### src/rtl/buffer_verticais.sv
// Output register stage for the vertical sub-pixel filters: saturates 27 signed
// filter results to the unsigned pixel range and registers them with a load enable.
module buffer_verticais #(
  parameter int DATA_WIDTH = 8
) (
  input  logic                         clock,
  input  logic                         reset,
  input  logic                         enable,
  input  logic signed [DATA_WIDTH+1:0] in_0,  in_1,  in_2,  in_3,  in_4,
                                       in_5,  in_6,  in_7,  in_8,
  input  logic signed [DATA_WIDTH+2:0] in_9,  in_10, in_11, in_12, in_13,
                                       in_14, in_15, in_16, in_17,
  input  logic signed [DATA_WIDTH+1:0] in_18, in_19, in_20, in_21, in_22,
                                       in_23, in_24, in_25, in_26,
  output logic [DATA_WIDTH-1:0]        out_0,  out_1,  out_2,  out_3,  out_4,
                                       out_5,  out_6,  out_7,  out_8,  out_9,
                                       out_10, out_11, out_12, out_13, out_14,
                                       out_15, out_16, out_17, out_18, out_19,
                                       out_20, out_21, out_22, out_23, out_24,
                                       out_25, out_26
);

  localparam int unsigned NCH = 27;
  localparam int unsigned XW  = DATA_WIDTH + 3;

  logic [XW-1:0]         x [NCH];
  logic [DATA_WIDTH-1:0] q [NCH];

  // Groups A/C are sign-extended to the group B width so one saturator covers all
  // channels; sign extension keeps each value, hence each clamp result, unchanged.
  assign x[0]  = {in_0[DATA_WIDTH+1],  in_0};
  assign x[1]  = {in_1[DATA_WIDTH+1],  in_1};
  assign x[2]  = {in_2[DATA_WIDTH+1],  in_2};
  assign x[3]  = {in_3[DATA_WIDTH+1],  in_3};
  assign x[4]  = {in_4[DATA_WIDTH+1],  in_4};
  assign x[5]  = {in_5[DATA_WIDTH+1],  in_5};
  assign x[6]  = {in_6[DATA_WIDTH+1],  in_6};
  assign x[7]  = {in_7[DATA_WIDTH+1],  in_7};
  assign x[8]  = {in_8[DATA_WIDTH+1],  in_8};
  assign x[9]  = in_9;
  assign x[10] = in_10;
  assign x[11] = in_11;
  assign x[12] = in_12;
  assign x[13] = in_13;
  assign x[14] = in_14;
  assign x[15] = in_15;
  assign x[16] = in_16;
  assign x[17] = in_17;
  assign x[18] = {in_18[DATA_WIDTH+1], in_18};
  assign x[19] = {in_19[DATA_WIDTH+1], in_19};
  assign x[20] = {in_20[DATA_WIDTH+1], in_20};
  assign x[21] = {in_21[DATA_WIDTH+1], in_21};
  assign x[22] = {in_22[DATA_WIDTH+1], in_22};
  assign x[23] = {in_23[DATA_WIDTH+1], in_23};
  assign x[24] = {in_24[DATA_WIDTH+1], in_24};
  assign x[25] = {in_25[DATA_WIDTH+1], in_25};
  assign x[26] = {in_26[DATA_WIDTH+1], in_26};

  function automatic logic [DATA_WIDTH-1:0] sat(input logic [XW-1:0] v);
    if (v[XW-1])
      return '0;
    else if (|v[XW-2:DATA_WIDTH])
      return '1;
    else
      return v[DATA_WIDTH-1:0];
  endfunction

  always_ff @(posedge clock) begin
    if (reset) begin
      for (int unsigned i = 0; i < NCH; i++) q[i] <= '0;
    end else if (enable) begin
      for (int unsigned i = 0; i < NCH; i++) q[i] <= sat(x[i]);
    end
  end

  assign out_0  = q[0];
  assign out_1  = q[1];
  assign out_2  = q[2];
  assign out_3  = q[3];
  assign out_4  = q[4];
  assign out_5  = q[5];
  assign out_6  = q[6];
  assign out_7  = q[7];
  assign out_8  = q[8];
  assign out_9  = q[9];
  assign out_10 = q[10];
  assign out_11 = q[11];
  assign out_12 = q[12];
  assign out_13 = q[13];
  assign out_14 = q[14];
  assign out_15 = q[15];
  assign out_16 = q[16];
  assign out_17 = q[17];
  assign out_18 = q[18];
  assign out_19 = q[19];
  assign out_20 = q[20];
  assign out_21 = q[21];
  assign out_22 = q[22];
  assign out_23 = q[23];
  assign out_24 = q[24];
  assign out_25 = q[25];
  assign out_26 = q[26];

endmodule

### config.mk
export PLATFORM = sky130hd
export DESIGN_NAME = buffer_verticais
export DESIGN_NICKNAME = d
export VERILOG_FILES = /design/src/rtl/buffer_verticais.sv
export SDC_FILE = /design/constraint.sdc
export NUM_CORES = 1
export LEC_CHECK = 0
export ABC_AREA = 1
export CAP_MARGIN = 10
export CORE_AREA = 2 2 194 196
export CTS_CLUSTER_DIAMETER = 150
export DETAILED_ROUTE_END_ITERATION = 7
export DIE_AREA = 0 0 196 198
export SYNTH_ARGS = -nofsm -noshare
export SYNTH_HDL_FRONTEND = slang
export SYNTH_SLANG_ARGS = --single-unit
export TNS_END_PERCENT = 30
### constraint.sdc
create_clock -name clock -period 9.25 [get_ports clock]
set_input_delay 2.3125 -clock clock [delete_from_list [all_inputs] [get_ports clock]]
set_output_delay 2.3125 -clock clock [all_outputs]
set_load 0.02 [all_outputs]
======== Word-level counts from Yosys, hierarchy flattened ========
Memory sizes are Yosys's and may differ from the RTL's.
Index checks and enable logic that the tools add are counted.
operators by class
  multiplexer cells ....................... 140
  bitwise logic cells ..................... 27
  reduce and logical (&&, ||, !) cells .... 27
operators by type and width
  cell                count
  8-bit two-way mux   135
  2-bit OR reduction  27
  1-bit bitwise OR    27
  1-bit two-way mux   5
word-level totals
  flip-flop bits (word level) ............. 0
  RAM bits ................................ 216
  bits of input ports ..................... 282
  output and inout port bits .............. 216
  word-level logic and storage cells ...... 195
  memories kept ........................... 1
memories
  memory  depth  width  read ports  clocked after memory_dff  wr ports  RTL line  RTL
  q       27     8      27          0                         27        27        logic [DATA_WIDTH-1:0] q [NCH];

======== Logic depth before layout (Yosys ltp) ========
Gate-level depths: netlist (run 1).
  depth after elaboration ................. 6
  depth in mapped cells ................... 5
  mapped depth without buffers ............ 4

======== Worst setup path before layout (run 1) ========
No wires, ideal clock.
  kind .................................... in2reg
  start point ............................. input reset
  end point ............................... memory q[0][0], enable pin
  setup time .............................. 0.586 ns
  data arrival time ....................... 7.219 ns
  data required time ...................... 8.664 ns
  setup slack ............................. 1.445 ns
  stages .................................. 3
  buffers on the path ..................... 1
  cells stage by stage .................... buf_2 > inv_2 > nand2_1
RTL lines
  item         RTL line  RTL
  from (decl)  7         input logic reset,
  to (decl)    27

==> impl_metrics.yaml, run 1 <==
placed_design:
  io_buffer_count: 497
  hpwl_mm: 22.10
  place.gp.congestion: 0.8753
  dpl.cell_count: 1688
  dp_slack_ns: 3.461
critical_path:
  cp.arrival_ns: 5.30
  worst_path_largest_cell_delay_ns: 0.93
  start_kind: "input pin"
  crit_chain: "clkdlybuf4s50_1 -> inv_2 -> nand2_4 -> buf_4"
  endpoint_kind: "flip-flop"
  crit_type: "in2reg"
  cp_max_fo: 76
  cp_slowest_cell: "clkdlybuf4s50_1"
  endpoint: "q[0][8]$_SDFFCE_PP0P_"
  cp.depth: 4
  cp_data_required_time_ns: 9.39
  path_buf_inv: 3
  startpoint: "reset"
  crit_family: "buffers and inverters"
timing:
  fin_tns_setup_ns: 0
  max_freq_mhz: 193.7
  hold_viol: 0
  setup_ws_ns: 4.088
  period_minus_slack_ns: 5.162
  rsz0062_at_grt: "no"
  slew_violations: 0
  setup_viol: 0
  relSlewSlack: 0.3278
  post-route-period-util: 0.5581
  tightest_slew_ns: 1.008
cts:
  cts_hold_buf: 0
  cts_resized: 0
  tritoncts: "yes"
  path_clk_slew_ns: 0.06
  cts_sinks: 216
  clock_path_buffers: 3
  cts_setup_buffers: 0
  cts_max_level: 1
  numCtsBuffers: 25
  cts_root_buffer: "clkbuf_16"
cells_and_area:
  fill_cells: 3589
  layout-area-overhead-vs-synth_pct: 72.68
  seq_area_mm2: 0.006486
  reg_top3: "q (216)"
  drive_above_1_share: 0.04524
  largest_reg_flops: 216
  finalNetCount: 1523
  diodes: 0
  fin_cells: 1734
  top_register: "q"
  multi_input_area_mm2: 0.001867
power_and_ir_drop:
  clkPwrFrac: 0.352
  seq_power_share: 0.459
  power_density_mw_per_mm2: 175.5
  net-switching-power_w: 0.0006527
  intPower_w: 0.001943
  sw_frac_of_total: 0.2515
  comb_power_share: 0.189
  power.leakage_nw: 5.854
  irDropWorstVdd_mv: 0.1092
floorplan:
  start_util: 0.2318
  die_h_um: 198
  core_area_mm2: 0.03696
  die_w_um: 196
  dieArea_mm2: 0.03881
  pin_count: 498
  rows: 71
route:
  routedWlPerCell_um: 16.41
  drt_iter0_drc: 197
  ant_nets: 0
  via_per_inst: 4.055
  drt_first_pass_iters: 4
  drc: 0
  routed_wl_mm: 28.45
  num_vias: 7031
synth:
  synth.distinct_cells: 12
  syn_nets: 1026
  synthesis.area_mm2: 0.008566
  yosysWarnings: 0
  yosys-top-cells-area: "edfxtp_1, nor2_1, inv_1"
  synth_top_area_cell: "edfxtp_1"
  synth_top_area_share: 0.7572
  syn_area_per_cell_um2: 11.51
  seq_area_frac_synth: 0.7572
  synth_seq_cells: 216
  synthCells: 744
global_route:
  grt_max_degree: 77
  grt_pass1_wl_mm: 41.37
  grt_usage: 0.1386
  grt_pass1_vias: 7210
  antenna_found_initial: 0
  gr-total-overflow: 0
hold_path:
  hold_class: "in2reg"
run:
  maxCapViolCount: 0
run_status:
  status: "completed"
through the flow:
stage | hold slack, ns | utilization | area [um2] | power (W)
detailed placement | 2.988 | 0.3800 | 14040 | 0.001707
finish | 2.453 | 0.4003 | 14790 | 0.002595
CTS | 2.420 | 0.4003 | 14790 | 0.002637
floorplan | 2.513 | - | 8566 | 0.001401
global route | 2.441 | 0.4003 | 14790 | 0.002702
global placement | 2.989 | 0.3800 | 14040 | 0.001703
layer usage:
layer  share of wire  global-route usage  up-vias
li1                -                   -     3427
met1            0.37              0.1496     3214
met2            0.49              0.2462      344
met3            0.11             0.05723       46
met4           0.027             0.04602        0
met5               0                   0        -
cells by family (layout without fill, tap and decap cells):
| kind of cell | after synthesis | count (layout) | share of synthesized area |
|---|---|---|---|
| DFF | 216 | 216 | 0.7572 |
| buffers and inverters | 58 | 574 | 0.02571 |
| and+or+nand+nor | 470 | 470 | 0.2171 |
worst min path at each step:
stage          startpoint                 endpoint  slack [ns]  cells after the start
5_1_grt          in_21[1]   q[1][41]$_SDFFCE_PP0P_        2.44                      3
2_1_floorplan    in_12[4]  q[0][100]$_SDFFCE_PP0P_        2.51                      2
3_5_place_dp     in_13[0]  q[0][104]$_SDFFCE_PP0P_        2.99                      3
4_1_cts          in_13[0]  q[0][104]$_SDFFCE_PP0P_        2.42                      3
3_3_place_gp     in_13[1]  q[0][105]$_SDFFCE_PP0P_        2.99                      3
6_report         in_13[0]  q[0][104]$_SDFFCE_PP0P_        2.45                      3
cell usage in the layout, fill, tap and decap left out, types with 2 or more instances in the layout:
cell	count
inv_2	2
clkbuf_16	25
or2_2	9
nand2_1	9
clkinv_2	5
edfxtp_1	216
clkdlybuf4s50_1	497
nor2_1	432
inv_1	27
inv_6	2
buf_4	2
nand2_2	9
clkinv_1	9
clkbuf_1	4
nand3b_1	9
power groups by stage:
stage               clock network (W)  registers (W)  logic (W)
finish                       0.000914        0.00119   0.000491
global route                 0.000984        0.00120   0.000519
CTS                          0.000948        0.00119   0.000497
detailed placement                  0        0.00121   0.000495
global placement                    0        0.00121   0.000494
floorplan                           0        0.00133  0.0000745
area by class of cell:
type,instances,area share
clock buffers,29,0.04331
repair buffers,499,0.3373
flip-flops and latches,216,0.4385
well taps,474,0.04009
clock inverters,17,0.007190
inverters,29,0.007359
multi-input cells,470,0.1262
synth_stat cells, drive strengths merged:
library cell	number
nor2	433
edfxtp	216
inv	29
buf	19
nand2	19
clkbuf	10
nand3b	9
or2	9
tightest hold or removal path: stages:
cell and delay (ns):
clkdlybuf4s50_1 0.45, nor2_1 0.04, nor2_1 0.07
(Power assumes the default switching activity.)
==> inputs of run 2 (changes only) <==
clock period = 5.14 ns   (was 9.25 ns; I/O delays follow)
==> run 2 against run 1 <==
Compared with the run above: combinational power is 81% higher; non-clock buffer count is 3 higher; first-iteration DRC count grew 59%; wire length rose by 2.5%; power is 86% higher; hold slack worse by 1.0 ns; die area unchanged; design area grew 0.89%; final cell count grew 0.12%; setup slack got worse by 1.9 ns; critical endpoint is now q[0][31]$_SDFFCE_PP0P_; largest cell class unchanged.
==> impl_metrics.yaml, run 2 (same netlist as run 1, synthesis figures left out) <==
timing:
  tightest_slew_ns: 0.6878
  max_freq_mhz: 334.9
  post-route-period-util: 0.5809
  relSlewSlack: 0.5414
  hold_viol: 0
  period_minus_slack_ns: 2.986
  setup_ws_ns: 2.154
  fin_tns_setup_ns: 0
  setup_viol: 0
  rsz0062_at_grt: "no"
  slew_violations: 0
power_and_ir_drop:
  irDropWorstVdd_mv: 0.1866
  power.leakage_nw: 5.909
  power_density_mw_per_mm2: 323.9
global_route:
  grt_max_degree: 80
  antenna_found_initial: 0
  grt_pass1_wl_mm: 42.03
  grt_usage: 0.1421
  grt_pass1_vias: 7159
  gr-total-overflow: 0
cells_and_area:
  seq_area_mm2: 0.006486
  final_cell_mix: "clkdlybuf4s50_1, nor2_1, edfxtp_1"
  multi_input_area_mm2: 0.001876
  top_register: "q"
  final_common_cell: "clkdlybuf4s50_1"
  fill_cells: 3580
  largest_reg_flops: 216
  layout-area-overhead-vs-synth_pct: 74.22
  fin_cells: 1736
  stdcell_area_mm2: 0.01492
  drive_above_1_share: 0.04996
  finalNetCount: 1526
  reg_top3: "q (216)"
cts:
  cts_max_level: 1
  cts_setup_buffers: 0
  path_clk_slew_ns: 0.06
  cts_resized: 0
  cts_hold_buf: 0
  numCtsBuffers: 25
  cts_sinks: 216
  tritoncts: "yes"
  cts_root_buffer: "clkbuf_16"
  clock_path_buffers: 3
route:
  drc: 0
  routed_wl_mm: 29.16
  ant_nets: 0
  via_per_inst: 4.057
  num_vias: 7043
  drt_first_pass_iters: 4
  routedWlPerCell_um: 16.79
  drt_iter0_drc: 313
placed_design:
  io_buffer_count: 497
  dp_slack_ns: 1.598
  place_area_mm2: 0.01410
  hpwl_mm: 22.97
  place.gp.congestion: 0.8307
  dpl.cell_count: 1691
critical_path:
  cp.arrival_ns: 3.16
  start_kind: "input pin"
  cp_max_fo: 79
  endpoint_kind: "flip-flop"
  cp_data_required_time_ns: 5.32
  crit_type: "in2reg"
floorplan:
  die_w_um: 196
  die_h_um: 198
  dieArea_mm2: 0.03881
  rows: 71
  core_area_mm2: 0.03696
  start_util: 0.2318
  pin_count: 498
run_status:
  status: "completed"
run:
  maxCapViolCount: 0
hold_path:
  hold_class: "in2reg"
  whs_path_depth: 3
-- run 2: changes by cell type in the layout (fill, tap and decap cells not counted), sizes merged --
cell,previous run,this run
bufinv,1,4
clkbuf,29,27
clkinv,14,11
diode,0,1
buf,2,5
inv,31,30
clkinvlp,0,1
-- run 2: critical path: stages --
cell and delay (ns):
clkdlybuf4s50_1 0.70, inv_2 0.17, nand2_8 0.49, buf_4 0.49
-- run 2: final timing paths --
path,from,endpoint,slack (ns)
worst min-delay path,in_9[7],q[0][79]$_SDFFCE_PP0P_,1.44
worst max-delay path,enable,q[0][31]$_SDFFCE_PP0P_,2.15
-- run 2: per-layer routing --
layer | GRT usage | part of all wire | vias up
li1 | - | - | 3429
met1 | 0.1553 | 0.37 | 3224
met2 | 0.2558 | 0.50 | 338
met3 | 0.05382 | 0.11 | 52
met4 | 0.04237 | 0.025 | 0
met5 | 0 | 0 | -
-- run 2: per-stage QoR --
stage | hold slack, ns | total power, W | util
6_report | 1.439 | 0.004834 | 0.4038
5_1_grt | 1.429 | 0.005011 | 0.4037
4_1_cts | 1.411 | 0.004893 | 0.4037
3_5_place_dp | 1.962 | 0.003078 | 0.3816
3_3_place_gp | 1.957 | 0.003072 | 0.3816
2_1_floorplan | 1.486 | 0.002513 | -
-- run 2: layout make-up --
| cell class | instances | area share |
|---|---|---|
| Timing Repair Buffer | 502 | 0.3376 |
| Antenna cell | 1 | 0.0001677 |
| Tap cell | 474 | 0.03974 |
| Sequential cell | 216 | 0.4346 |
| Multi-Input combinational cell | 470 | 0.1257 |
| Clock inverter | 17 | 0.01249 |
| Clock buffer | 27 | 0.04242 |
| Inverter | 29 | 0.007294 |
-- run 2: report_power, final --
part	switching, W	leakage, nW	total [W]	internal, W
Combinational	0.000429	3.19	0.000890	0.000461
Sequential	0.0000433	2.32	0.00214	0.00210
Clock	0.000714	0.402	0.00180	0.00109
Total	0.00119	5.91	0.00483	0.00365
